==> config.mk <==
export PLATFORM = sky130hd
export DESIGN_NAME = axis_tx_packer
export DESIGN_NICKNAME = d
export VERILOG_FILES = /design/src/rtl/axis_tx_packer.sv
export SDC_FILE = /design/constraint.sdc
export NUM_CORES = 1
export LEC_CHECK = 0
export CAP_MARGIN = 20
export CORE_MARGIN = 2
export CORE_UTILIZATION = 54
export CTS_CLUSTER_DIAMETER = 80
export CTS_CLUSTER_SIZE = 20
export DETAILED_ROUTE_END_ITERATION = 8
export GPL_TIMING_DRIVEN = 0
export PLACE_DENSITY = 0.8
export SLEW_MARGIN = 20
export SYNTH_ARGS = -nofsm -noshare
export SYNTH_HDL_FRONTEND = slang
export SYNTH_SLANG_ARGS = --single-unit
==> constraint.sdc <==
create_clock -name aclk -period 3.8 [get_ports aclk]
set_input_delay 0.38 -clock aclk [delete_from_list [all_inputs] [get_ports aclk]]
set_output_delay 0.38 -clock aclk [all_outputs]
set_load 0.005 [all_outputs]
==> src/rtl/axis_tx_packer.sv <==
// Packs an 8-bit byte stream into big-endian 32-bit AXI-Stream words and ends
// frames on input tlast, on a maximum word count, or after an idle timeout.
module axis_tx_packer #(
  parameter int MAX_WORDS = 256,
  parameter int TIMEOUT   = 1000
) (
  input  logic        aclk,
  input  logic        areset,
  input  logic [7:0]  s_axis_tdata,
  input  logic        s_axis_tvalid,
  input  logic        s_axis_tlast,
  output logic        s_axis_tready,
  output logic [31:0] m_axis_tdata,
  output logic        m_axis_tvalid,
  output logic        m_axis_tlast,
  input  logic        m_axis_tready,
  output logic [15:0] frame_cnt
);

  localparam int WCW = $clog2(MAX_WORDS + 1);
  localparam int TW  = $clog2(TIMEOUT + 1);
  localparam logic [WCW-1:0] WORD_LAST = WCW'(MAX_WORDS - 1);
  localparam logic [TW-1:0]  TMO_LAST  = TW'(TIMEOUT - 1);

  logic [31:0]    r_acc_data;
  logic [2:0]     r_acc_cnt;
  logic           r_acc_last;
  logic [WCW-1:0] r_word_cnt;
  logic [TW-1:0]  r_timer;

  logic        w_frame_open;
  logic        w_tmo_flush;
  logic        w_emit_req;
  logic        w_slot_free;
  logic        w_xfer;
  logic        w_out_last;
  logic        w_accept;
  logic [31:0] w_acc_data_nxt;
  logic [2:0]  w_acc_cnt_nxt;
  logic        w_acc_last_nxt;

  function automatic logic [31:0] keep_bytes(input logic [31:0] data, input logic [2:0] cnt);
    logic [31:0] mask;
    case (cnt)
      3'd0:    mask = 32'h0000_0000;
      3'd1:    mask = 32'hFF00_0000;
      3'd2:    mask = 32'hFFFF_0000;
      3'd3:    mask = 32'hFFFF_FF00;
      default: mask = 32'hFFFF_FFFF;
    endcase
    return data & mask;
  endfunction

  assign w_frame_open = (r_word_cnt != '0) || (r_acc_cnt != 3'd0);
  // The timer parks on its last value until the flushing word (always tlast)
  // leaves, so the flush condition needs no separate state.
  assign w_tmo_flush  = w_frame_open && (r_timer == TMO_LAST);
  assign w_emit_req   = (r_acc_cnt == 3'd4) || r_acc_last || w_tmo_flush;
  assign w_slot_free  = !m_axis_tvalid || m_axis_tready;
  assign w_xfer       = w_emit_req && w_slot_free;
  assign w_out_last   = r_acc_last || w_tmo_flush || (r_word_cnt == WORD_LAST);
  assign s_axis_tready = ((r_acc_cnt < 3'd4) && !r_acc_last && !w_tmo_flush) || w_xfer;
  assign w_accept     = s_axis_tvalid && s_axis_tready;

  // Next accumulator: drain on xfer, then drop an accepted byte into the next lane.
  always_comb begin
    w_acc_data_nxt = r_acc_data;
    w_acc_cnt_nxt  = r_acc_cnt;
    w_acc_last_nxt = r_acc_last;
    if (w_xfer) begin
      w_acc_data_nxt = 32'h0000_0000;
      w_acc_cnt_nxt  = 3'd0;
      w_acc_last_nxt = 1'b0;
    end else begin
      w_acc_data_nxt = r_acc_data;
    end
    if (w_accept) begin
      case (w_acc_cnt_nxt)
        3'd0:    w_acc_data_nxt[31:24] = s_axis_tdata;
        3'd1:    w_acc_data_nxt[23:16] = s_axis_tdata;
        3'd2:    w_acc_data_nxt[15:8]  = s_axis_tdata;
        3'd3:    w_acc_data_nxt[7:0]   = s_axis_tdata;
        default: w_acc_data_nxt        = w_acc_data_nxt;
      endcase
      w_acc_cnt_nxt  = w_acc_cnt_nxt + 3'd1;
      w_acc_last_nxt = w_acc_last_nxt || s_axis_tlast;
    end else begin
      w_acc_cnt_nxt = w_acc_cnt_nxt;
    end
  end

  // Accumulator, output slot, frame bookkeeping and idle timer.
  always_ff @(posedge aclk) begin
    if (areset) begin
      r_acc_data    <= 32'h0000_0000;
      r_acc_cnt     <= 3'd0;
      r_acc_last    <= 1'b0;
      r_word_cnt    <= '0;
      r_timer       <= '0;
      m_axis_tdata  <= 32'h0000_0000;
      m_axis_tvalid <= 1'b0;
      m_axis_tlast  <= 1'b0;
      frame_cnt     <= 16'd0;
    end else begin
      r_acc_data <= w_acc_data_nxt;
      r_acc_cnt  <= w_acc_cnt_nxt;
      r_acc_last <= w_acc_last_nxt;

      if (w_xfer) begin
        m_axis_tdata  <= keep_bytes(r_acc_data, r_acc_cnt);
        m_axis_tvalid <= 1'b1;
        m_axis_tlast  <= w_out_last;
        r_word_cnt    <= w_out_last ? '0 : r_word_cnt + 1'b1;
      end else if (m_axis_tready) begin
        m_axis_tvalid <= 1'b0;
      end

      if (w_accept || (w_xfer && w_out_last)) begin
        r_timer <= '0;
      end else if (w_frame_open && !w_tmo_flush) begin
        r_timer <= r_timer + 1'b1;
      end

      if (m_axis_tvalid && m_axis_tready && m_axis_tlast) begin
        frame_cnt <= frame_cnt + 16'd1;
      end
    end
  end

endmodule

-- Yosys cells after proc, flatten, opt, wreduce, memory -nomap -nowiden
Index checks and enable logic that the tools add are counted.
- bits in registers: 105
- input port bits: 13
- output and inout port bits: 51
- logic and storage cells: 67
- $add $sub $neg: 4
- order comparisons: 1
- equality and inequality tests: 9
- multiplexer cells: 16
- bitwise gates (word level): 1
- reductions and logical operators: 27
- operator list (cell ; number):
    $mux 32 ; 4
    $pmux 32 s4 ; 1
    $and 32x32->32 ; 1
    $mux 8 ; 4
    $add 16x1->16 const B ; 1
    $eq 3x2->1 const B ; 4
    $add 10x1->10 const B ; 1
    $eq 10x10->1 const B ; 1
    $add 9x1->9 const B ; 1
    $eq 9x8->1 const B ; 1
    $logic_and 1x1->1 ; 9
    $logic_or 1x1->1 ; 9
    $mux 9 ; 1
    $reduce_bool 9->1 ; 1
    $eq 3x1->1 const B ; 2
    $logic_not 3->1 ; 2
    $mux 3 ; 2
    $mux 1 ; 4
    $add 3x1->3 const B ; 1
    $eq 3x3->1 const B ; 1
    $logic_not 1->1 ; 3
    $lt 3x3->1 const B ; 1
    $reduce_bool 3->1 ; 1
    $reduce_bool 2->1 ; 1
    $reduce_or 2->1 ; 1

-- Logic depth before layout (Yosys ltp)
Gate-level depths: netlist of the first run.
- depth after elaboration: 9
- depth in mapped cells: 12
- gate-level depth less buffers: 10

-- Worst setup path before layout of the first run
Ideal clock, no wire load.
- path kind: reg-to-reg
- from: register r_timer[0]
- to: register r_acc_data[0]
- setup time: 60 ps
- data arrival time: 2758 ps
- data required time: 3740 ps
- path slack: 982 ps
- stages on the path, launching flop included: 12
- path buffers: 3
- clock period less this slack: 2818 ps
- path through: dfxtp_1 > ha_1 > inv_1 > or4_1 > buf_2 > o31a_1 > buf_6 > clkbuf_1 > and3_1 > ha_1 > a311oi_2 > a22o_1
- word-level cells in the longest chain between the ends: 8
- elaborated cells between the ends (all ways): 13
- classes of those cells: 2 x eq/ne; 4 x mux; 7 x reduce/logical
- ends and longest elaborated chain (item ; RTL line ; source):
    start: declaration ; 29 ; logic [TW-1:0] r_timer;
    start signal: assignment ; 121 ; r_timer <= r_timer + 1'b1;
    $eq 10x10->1 (*) ; 57 ; assign w_tmo_flush = w_frame_open && (r_timer == TMO_LAST);
    $logic_and 1x1->1 (*) ; 57 ;
    $logic_or 1x1->1 ; 58 ; assign w_emit_req = (r_acc_cnt == 3'd4) || r_acc_last || w_tmo_flush;
    $logic_and 1x1->1 ; 60 ; assign w_xfer = w_emit_req && w_slot_free;
    $mux 3 ; 70 ; if (w_xfer) begin
    $eq 3x2->1 ; 78 ; case (w_acc_cnt_nxt)
    $mux 8 ; 78 ;
    $mux 32 (*) ; 77 ; if (w_accept) begin
    end signal: assignment ; 105 ; r_acc_data <= w_acc_data_nxt;
    end: declaration ; 25 ; logic [31:0] r_acc_data;
Mark *: on every way between the ends. The rest lies on a longest branch, timed or not.
A chain may end at the register's enable or synchronous reset.

-- Final worst setup path of the first run
- from: register r_word_cnt[0]
- to: output port s_axis_tready
- word-level cells in the longest chain between the ends: 6
- elaborated cells between the ends (all ways): 8
- classes of those cells: 8 x reduce/logical
- ends and longest elaborated chain (item ; RTL line ; source):
    start: declaration ; 28 ; logic [WCW-1:0] r_word_cnt;
    start signal: assignment ; 113 ; r_word_cnt <= w_out_last ? '0 : r_word_cnt + 1'b1;
    $reduce_bool 9->1 (*) ; 54 ; assign w_frame_open = (r_word_cnt != '0) || (r_acc_cnt != 3'd0);
    $logic_or 1x1->1 (*) ; 54 ;
    $logic_and 1x1->1 (*) ; 57 ;
    $logic_not 1->1 or $logic_or 1x1->1 (tied branches) ; 62, 58 ;
    $logic_and 1x1->1, on equally long branches ; 62, 60 ;
    $logic_or 1x1->1 (*) ; 62 ; assign s_axis_tready = ((r_acc_cnt < 3'd4) && !r_acc_last && !w_tmo_flush) || w_xfer;
    end: declaration ; 12 ; output logic s_axis_tready,
Marks and branches as above.

==> results of run 1 <==
==> worst reg2reg max path, cell delays in order, from the launching register on <==
cell and delay, ps:
dfxtp_1 350, inv_1 80, ha_1 140, nor4b_1 460, and3_1 390, o31a_1 190, buf_6 140, clkbuf_1 370
nand2_1 160, ha_1 260, a311oi_2 550, a22o_1 250
==> final cells by class <==
class                           count  area share, %
Sequential cell                   105          39.74
Tap cell                          102          2.412
Clock buffer                       10          2.412
Buffer                             32          2.531
Timing Repair Buffer               63          11.92
Inverter                            9         0.6386
Clock inverter                      6          1.348
Multi-Input combinational cell    348          39.00
==> cell families (layout without fill, tap and decap cells) <==
logic type	Yosys count	in the layout	share of synthesized area (%)
adders and majority gates	6	6	1.731
muxes	3	3	0.7213
xor gates and xnor gates	19	19	3.837
DFF	105	105	48.47
AOI/OAI and AO/OA	114	114	17.17
and+or+nand+nor	206	206	24.12
buffers and inverters	42	120	3.953
==> registers in the layout, summed over array words and instances (netlist names) <==
signal	cells
m_axis_tdata	32
r_acc_data	32
frame_cnt	16
r_timer	10
r_word_cnt	9
r_acc_cnt	3
m_axis_tlast	1
m_axis_tvalid	1
r_acc_last	1
==> Yosys cell counts (7+ instances only) <==
cell and n:
dfxtp_1 105, nand2_1 66, a21oi_1 64, nand3_1 42, clkbuf_1 24, nor2_1 22
nand3b_1 18, a22o_1 16, nor3_1 14, xor2_1 10, inv_1 9, nand4_1 9
xnor2_1 9, o21ai_0 7, or3_1 7
==> metal layers <==
| layer | GRT usage, % | vias to the layer above |
|---|---|---|
| met1 | 32.45 | 1902 |
| met5 | 0 | - |
| met3 | 4.674 | 21 |
| li1 | - | 1911 |
| met2 | 43.17 | 118 |
| met4 | 9.300 | 0 |
==> path summary, 6_finish.rpt <==
kind                      endpoint  slack, ps  cells after the start
setup / recovery     s_axis_tready        370                      9
hold / removal    m_axis_tdata[28]        460                      2
setup reg to reg     r_acc_data[4]        420                     11
hold reg to reg   m_axis_tdata[28]        460                      2
==> stage by stage <==
step / setup WS (ps) / power (mW) / utilization [%] / area (um2) / std cells
6_report: 372.4 / 2.019 / 68.11 / 5290 / 675
5_1_grt: 237.3 / 2.091 / 68.11 / 5290 / 675
4_1_cts: 82.41 / 2.024 / 68.15 / 5294 / 676
3_5_place_dp: 346.5 / 1.332 / 65.59 / 5095 / 660
3_3_place_gp: 350.8 / 1.327 / 65.59 / 5095 / 660
2_1_floorplan: 982.0 / 1.267 / - / 4337 / 495
==> timing repair <==
item / 4_1_cts / 5_1_grt
hold buffers: 0 / 0
endpoints found under the hold margin: 0 / 0
endpoints found under the setup margin: 0 / 1
gates resized for setup: 0 / 0
==> power groups by stage <==
stage | registers (mW) | logic (mW) | clock network, mW
after floorplan | 1.15 | 0.114 | 0
after global placement | 1.15 | 0.173 | 0
after detailed placement | 1.16 | 0.177 | 0
after CTS | 1.13 | 0.177 | 0.716
after global routing | 1.13 | 0.195 | 0.763
final | 1.13 | 0.180 | 0.709
==> metrics, run 1 <==
Main synth FF type=dfxtp_1; area share of the largest cell type after synthesis=48.47%; slew margin rel.=around two fifths; Worst-Skew Late Latency=380 ps; register area=roughly 0.0021 mm2; length of routed met3 wiring=between 500 and 600 um; Die Wd=93.62 um; crit share post-route=90.20%; worst-margin pin slew=908.4 ps; Post-DRT Antenna Nets=0; Hold Vio Cnt, Final=0; share of synthesized registers carrying an async set or reset=0%; Die H=93.62 um; pin count of the biggest net entering global routing=19; Critical R2R Launch=r_word_cnt[0]; number of max-cap violations=0; fraction of layout cells with a size suffix above 1=about 5.2%; most frequent cells in the layout=dfxtp_1, nand2_1, a21oi_1; cell accounting for the most synthesized area=dfxtp_1; fin. max-slew vios=0; Critical Path Start=r_word_cnt[0]; Cell Chain, Critical Path=inv_1 > ha_1 > nor4b_1 > and3_1 > o31a_1 > buf_6 > buf_2 > nand2_1 > clkdlybuf4s50_1; IO Port Bufs=63; Cell Int Power=around 1.5 mW; RSZ-0062 raised after global routing=no; FILL cells=649; Root Driver=clkbuf_8; area grow syn2layout=21.98%; DP HPWL=7623 um; TritonRoute pass-1 iters=5; Tightest Hold Check Type=register to register; Post-layout nets=587; DRC violations left=0; setup TNS=0 ps; most common cell after layout, fill and taps aside=dfxtp_1; DR WL/cell=15.89 um; clock network fraction of total power=35.1%; synthesized cell area=0.004337 mm2; clk buf depth=2; row cnt=32; wire length on met2=5300 um; Mapped Cells=495; first-pass GRT wire length=17810 um; IO Pins=64; Warnings, synthesis=0; Initial Util=55.83%; total number of H-tree levels=3; Comb power frac=8.9%; # Post-CTS Setup Buffers=0; Crit path arrival time=3050 ps; Final setup viols=0; fmax=0.2917 GHz; number of clock sinks=roughly 110; crit path launch type=register; drt first-iter violations=236; status=completed; Max FO, Critical Path=19; Core Box Area=between 0.007 and 0.008 mm2; n_diodes=0; GRT Overall Usage=between 20% and 30%; Post-Syn Nets=around 510; Num CTS Buffers=9; die area=around 0.009 mm2; Multi-input gate area=0.002063 mm2; Critical Path RT=about 3400 ps; P per Cell Area=about 380 mW/mm2; routed length on met1=4723 um; crit-path max cell delay=470 ps; peak supply drop=0.0002464 V; vias per cell=5.855; worst clock skew=19.06 ps; average cell area after synthesis=~8.8 um2; total global routing overflow=0; initial antenna violation count=0; global placer's final weighted congestion=around 0.83; delay-heaviest family, CP=buffers and inverters; worst hold start=m_axis_tdata[28]; LEAKAGE=1.718 nW; CTS tree=done; Sw Pwr=roughly 0.53 mW; WHS=456.5 ps; Reg power frac=56.0%; vias in the first global route=3850; Post-synth EDFFs=0; sequential share of the synthesized area=48.47%; clock transition at the registers of the reported paths=100 ps; minimum clock period=3428 ps; top post-synthesis cells by area=dfxtp_1, a21oi_1, nand2_1, nand3_1, a22o_1; unique cell type count in the Yosys netlist=50; Sw Share=26.07%; CP max stage cell=clkdlybuf4s50_1; critical path class=register to primary output; Worst Path Buf+Inv=4; synthesized flop and latch total=105; Highest Signal Layer=met4; routed via count=3952; Critical Path Sink Type=primary output; WL final=10730 um
Note: power is estimated with default switching activity, not from simulation.
==> run 2, diff against run 1 <==
- clock period: 3.8 -> 3.4 ns (I/O delays scaled with it)
==> run 2 against run 1 <==
Effect of this change: register-to-register slack worse by 300 ps; cell count is the same; worst setup slack got worse by 250 ps.
==> metrics, run 2 (synthesis gave the netlist of run 1 again) <==
Worst Path Buf+Inv=4 (unchanged); P per Cell Area=426.1 mW/mm2 (was 381.7 mW/mm2); Core Util, Final=68.36% (was 68.11%); number of max-cap violations=0 (unchanged); Reg power frac=55.8% (was 56.0%); Most Crowded Layer GR=met2 (unchanged); Sw Pwr=0.5923 mW (was 0.5264 mW); critical path class=register to register (was register to primary output); M3 GR Usage=4.835% (was 4.674%); Post-layout nets=587 (unchanged); Tightest Hold Check Type=register to register (unchanged); area grow syn2layout=22.45% (was 21.98%); CP max stage cell=a211oi_2 (was clkdlybuf4s50_1); clock transition at the registers of the reported paths=110 ps (was 100 ps); met2 Use GR=43.41% (was 43.17%); Initial Util=55.83% (unchanged); Critical Path Sink Type=register (was primary output); register area=0.002102 mm2 (unchanged); Post-DRT Antenna Nets=0 (unchanged); drt first-iter violations=242 (was 236); most common cell after layout, fill and taps aside=dfxtp_1 (unchanged); WHS=456.5 ps (about the same); IO Pins=64 (unchanged); Comb power frac=9.0% (was 8.9%); Die H=93.62 um (unchanged); total global routing overflow=0 (unchanged); Num CTS Buffers=9 (unchanged); Root Driver=clkbuf_8 (unchanged); setup TNS=0 ps (unchanged); minimum clock period=3279 ps; Critical Path RT=3730 ps (was 3420 ps); RSZ-0062 raised after global routing=no (unchanged); peak supply drop=0.0002758 V (was 0.0002464 V); first-pass GRT wire length=17770 um (was 17810 um); Post-Layout Cell Count=675 (unchanged); n_diodes=0 (unchanged); Total Power=2.263 mW (was 2.019 mW); global placer's final weighted congestion=0.8348 (unchanged); clock network fraction of total power=35.1% (about the same); GRT Overall Usage=25.41% (was 25.47%); total number of H-tree levels=3 (unchanged); number of clock sinks=105 (unchanged); crit share post-route=a little over nine tenths; delay-heaviest family, CP=simple AND/OR/NAND/NOR gates (was buffers and inverters); TritonRoute pass-1 iters=5 (unchanged); routed via count=3978 (was 3952); worst-margin pin slew=916.4 ps (was 908.4 ps); worst clock skew=21.25 ps (was 19.06 ps); Top Registers=m_axis_tdata: 32 flops, r_acc_data: 32 flops, frame_cnt: 16 flops (unchanged); vias in the first global route=3849 (was 3850); fmax=just over 0.3 GHz; fin. max-slew vios=0 (unchanged); Multi-input gate area=0.002081 mm2 (was 0.002063 mm2); Final setup viols=0 (unchanged); DP Cell Count=660 (unchanged); LEAKAGE=1.724 nW (was 1.718 nW); DR WL/cell=16.07 um (was 15.89 um); fraction of layout cells with a size suffix above 1=5.410% (was 5.236%); crit-path max cell delay=490 ps (was 470 ps); Die Wd=93.62 um (unchanged); pin count of the biggest net entering global routing=20 (was 19); GR met1 Demand/Resource=32.19% (was 32.45%); crit path launch type=register (unchanged); Worst-Skew Late Latency=380 ps (about the same); CTS hold repair buffers=0 (unchanged); slew margin rel.=38.40% (was 38.93%); initial antenna violation count=0 (unchanged); Crit path arrival time=3610 ps (was 3050 ps); Hold Vio Cnt, Final=0 (unchanged); die area=0.008764 mm2 (unchanged); CTS tree=done (unchanged); DP HPWL=7623 um (unchanged); Core Box Area=0.007767 mm2 (unchanged); Max FO, Critical Path=10 (was 19); vias per cell=5.893 (was 5.855); row cnt=32 (unchanged); Sw Share=26.18% (was 26.07%); clk buf depth=2 (unchanged); WL final=10850 um (was 10730 um); status=completed (unchanged); IO Port Bufs=63 (unchanged); most frequent cells in the layout=dfxtp_1, nand2_1, a21oi_1 (unchanged); FILL cells=646 (was 649); Cell Chain, Critical Path=clkbuf_1 > nor3_1 > and3_1 > o31a_1 > buf_6 > clkbuf_1 > and3_1 > ha_1 > inv_1 > a211oi_2 > a22o_1 (was inv_1 > ha_1 > nor4b_1 > and3_1 > o31a_1 > buf_6 > buf_2 > nand2_1 > clkdlybuf4s50_1); Cell Int Power=1.670 mW (was 1.493 mW); DRC violations left=0 (unchanged)
-- run 2: cell counts in the layout (fill, tap and decap cells not counted) --
No cell type changed its count.
-- run 2: power groups by stage --
| stage | sequential [mW] | combinational, mW | clock, mW |
|---|---|---|---|
| 3_5_place_dp | 1.29 | 0.197 | 0 |
| 3_3_place_gp | 1.29 | 0.193 | 0 |
| 6_report | 1.26 | 0.205 | 0.794 |
| 4_1_cts | 1.26 | 0.198 | 0.801 |
| 5_1_grt | 1.27 | 0.221 | 0.853 |
| 2_1_floorplan | 1.29 | 0.128 | 0 |
-- run 2: routing by layer --
layer  share of wire (%)  up-vias
li1                    -     1914
met1                  43     1907
met2                  49      136
met3                 5.4       21
met4                 1.7        0
met5                   0        -
-- run 2: layout make-up --
type | count | share of cell area [%]
Buffer | 32 | 2.568
Tap cell | 102 | 2.403
Clock buffer | 10 | 2.403
Timing Repair Buffer | 63 | 11.88
Clock inverter | 6 | 1.343
Inverter | 9 | 0.6362
Multi-Input combinational cell | 348 | 39.18
Sequential cell | 105 | 39.59
-- run 2: final timing paths --
kind         depth (start not counted)  slack (ps)               end              from
max                                 11         120     r_acc_data[4]      r_acc_cnt[0]
min                                  2         460  m_axis_tdata[28]  m_axis_tdata[28]
min reg2reg                          2         460  m_axis_tdata[28]  m_axis_tdata[28]
max reg2reg                         11         120     r_acc_data[4]      r_acc_cnt[0]
-- run 2: repair_timing --
item,in CTS,in global routing
buffers inserted,0,0
gates resized for setup,0,4
pin swaps,0,0
gates cloned,0,0
endpoints found under the setup margin,1,9
-- run 2: through the flow --
stage	worst slack [ps]	area, um2
final	120.8	5310
after floorplan	582.0	4337
after detailed placement	26.46	5095
after global placement	30.78	5095
after global routing	23.47	5310
after CTS	22.46	5290
-- run 2: worst reg2reg max path: cells and delay by family (launching register included) --
family | cells | cell delay (ps)
adder cells (fa/ha/maj) | 1 | 220
buffers and inverters | 4 | 770
AO/OA/AOI/OAI | 3 | 900
flip-flops | 1 | 310
AND/OR/NAND/NOR | 3 | 1050
==> run 3, diff against run 2 <==
- SKIP_CTS_REPAIR_TIMING: unset -> 1
==> run 3 against run 2 <==
Effect of this change: fmax grew 0.69%; sequential power is essentially flat; count of clock-buffer cells in the layout is the same; non-clock buffer count is the same; worst setup slack gained 22 ps; via count shrank 0.50%; clock skew shrank 1.2 ps; utilization is essentially flat; die area is the same.
==> metrics, run 3 (synthesis gave the netlist of run 1 again) <==
global placer's final weighted congestion=0.8348 (unchanged); P per Cell Area=425.5 mW/mm2 (was 426.1 mW/mm2); IO Pins=64 (unchanged); Worst Path Buf+Inv=4 (unchanged); number of max-cap violations=0 (unchanged); Post-layout nets=587 (unchanged); pin count of the biggest net entering global routing=19 (was 20); delay-heaviest family, CP=simple AND/OR/NAND/NOR gates (unchanged); DRC violations left=0 (unchanged); peak supply drop=0.0002756 V (was 0.0002758 V); CP max stage cell=clkdlybuf4s50_1 (was a211oi_2); fraction of layout cells with a size suffix above 1=5.236% (was 5.410%); Worst-Skew Late Latency=380 ps (about the same); Final setup viols=0 (unchanged); GRT Overall Usage=25.47% (was 25.41%); clock transition at the registers of the reported paths=100 ps (was 110 ps); first-pass GRT wire length=17810 um (was 17770 um); M3 GR Usage=4.674% (was 4.835%); Final WS setup=143.2 ps (was 120.8 ps); cell area after layout=0.005311 mm2 (was 0.005310 mm2); Top Registers=m_axis_tdata: 32 flops, r_acc_data: 32 flops, frame_cnt: 16 flops (unchanged); WL final=10750 um (was 10850 um); DP HPWL=7623 um (unchanged); FILL cells=646 (unchanged); most common cell after layout, fill and taps aside=dfxtp_1 (unchanged); Cell Chain, Critical Path=inv_1 > ha_1 > nor4b_1 > and3_1 > o31a_1 > buf_6 > buf_4 > nand2_1 > clkdlybuf4s50_1 (was clkbuf_1 > nor3_1 > and3_1 > o31a_1 > buf_6 > clkbuf_1 > and3_1 > ha_1 > inv_1 > a211oi_2 > a22o_1); initial antenna violation count=0 (unchanged); status=completed (unchanged); row cnt=32 (unchanged); vias per cell=5.864 (was 5.893); Initial Util=55.83% (unchanged); GR met1 Demand/Resource=32.45% (was 32.19%); clock network fraction of total power=35.0% (was 35.1%); CTS tree=done (unchanged); DR WL/cell=15.93 um (was 16.07 um); Crit path arrival time=2920 ps (was 3610 ps); Multi-input gate area=0.002082 mm2 (was 0.002081 mm2); register area=0.002102 mm2 (unchanged); Die H=93.62 um (unchanged); pre-CTS WS=26.46 ps (unchanged); most frequent cells in the layout=dfxtp_1, nand2_1, a21oi_1 (unchanged); Post-DRT Antenna Nets=0 (unchanged); Comb power frac=9.1% (was 9.0%); Critical Path RT=3060 ps (was 3730 ps); Tightest Hold Check Type=register to register (unchanged); crit path launch type=register (unchanged); Max FO, Critical Path=19 (was 10); worst-margin pin slew=942.9 ps (was 916.4 ps); total global routing overflow=0 (unchanged); drt first-iter violations=261 (was 242); die area=0.008764 mm2 (unchanged); number of clock sinks=105 (unchanged); Hold Vio Cnt, Final=0 (unchanged); WHS=456.5 ps (about the same); fin. max-slew vios=0 (unchanged); crit-path max cell delay=460 ps (was 490 ps); vias in the first global route=3850 (was 3849); Core Box Area=0.007767 mm2 (unchanged); Root Driver=clkbuf_8 (unchanged); crit share post-route=95.79% (was 96.45%); clk buf depth=2 (unchanged); fmax=0.3070 GHz (was 0.3050 GHz); Most Crowded Layer GR=met2 (unchanged); RSZ-0062 raised after global routing=no (unchanged); area grow syn2layout=22.48% (was 22.45%); total number of H-tree levels=3 (unchanged); Core Util, Final=68.38% (was 68.36%); Critical R2R Launch=r_word_cnt[0] (was r_acc_cnt[0]); worst clock skew=20.00 ps (was 21.25 ps); Cell Int Power=1.670 mW (about the same); TritonRoute pass-1 iters=6 (was 5); IO Port Bufs=63 (unchanged); critical path class=register to primary output (was register to register); n_diodes=0 (unchanged); setup TNS=0 ps (unchanged); Sw Share=26.11% (was 26.18%); slew margin rel.=36.62% (was 38.40%); Reg power frac=55.9% (was 55.8%); LEAKAGE=1.722 nW (was 1.724 nW); Critical Path Sink Type=primary output (was register); Critical Path Start=r_word_cnt[0] (was r_acc_cnt[0]); Die Wd=93.62 um (unchanged); met2 Use GR=43.17% (was 43.41%); minimum clock period=3257 ps (was 3279 ps); Sw Pwr=0.5899 mW (was 0.5923 mW); Num CTS Buffers=9 (unchanged); routed via count=3958 (was 3978); placed cell area=0.005095 mm2 (unchanged); worst hold start=m_axis_tdata[28] (unchanged)
==> run 3: final cells by class <==
class / instances / share of cell area (%)
Buffer: 32 / 2.568
Clock buffer: 10 / 2.403
Clock inverter: 6 / 1.343
Inverter: 9 / 0.6360
Multi-Input combinational cell: 348 / 39.20
Sequential cell: 105 / 39.58
Tap cell: 102 / 2.403
Timing Repair Buffer: 63 / 11.87
==> run 3: power by group through the flow <==
| stage | Sequential (mW) | Clock (mW) | Combinational, mW |
|---|---|---|---|
| global route | 1.27 | 0.853 | 0.221 |
| finish | 1.26 | 0.792 | 0.205 |
| CTS | 1.26 | 0.801 | 0.198 |
| global placement | 1.29 | 0 | 0.193 |
| detailed placement | 1.29 | 0 | 0.197 |
| floorplan | 1.29 | 0 | 0.128 |
==> run 3: metal layers <==
metal	vias to the layer above	part of all wire, %
li1	1913	-
met1	1894	43
met2	137	50
met3	14	5.4
met4	0	1.2
met5	-	0
==> run 3: worst paths after layout <==
| kind | end | slack [ps] | depth (start not counted) |
|---|---|---|---|
| worst max-delay path | s_axis_tready | 140 | 9 |
| worst min-delay path | m_axis_tdata[28] | 460 | 2 |
| worst max register to register | r_acc_data[4] | 140 | 12 |
| worst min register to register | m_axis_tdata[28] | 460 | 2 |
==> run 3: through the flow <==
| step | std cells | total power [mW] |
|---|---|---|
| final | 675 | 2.260 |
| after global routing | 675 | 2.341 |
| after CTS | 676 | 2.262 |
| after detailed placement | 660 | 1.489 |
| after global placement | 660 | 1.484 |
| after floorplan | 495 | 1.416 |
==> run 3: worst register-to-register path: stages (launching register included) <==
cell and delay (ps):
dfxtp_1 350, inv_1 80, ha_1 140, nor4b_1 450, and3_1 390, o31a_1 190
buf_6 140, clkbuf_1 360, and3_1 240, ha_1 220, inv_1 90, a211oi_4 360
a22o_1 200
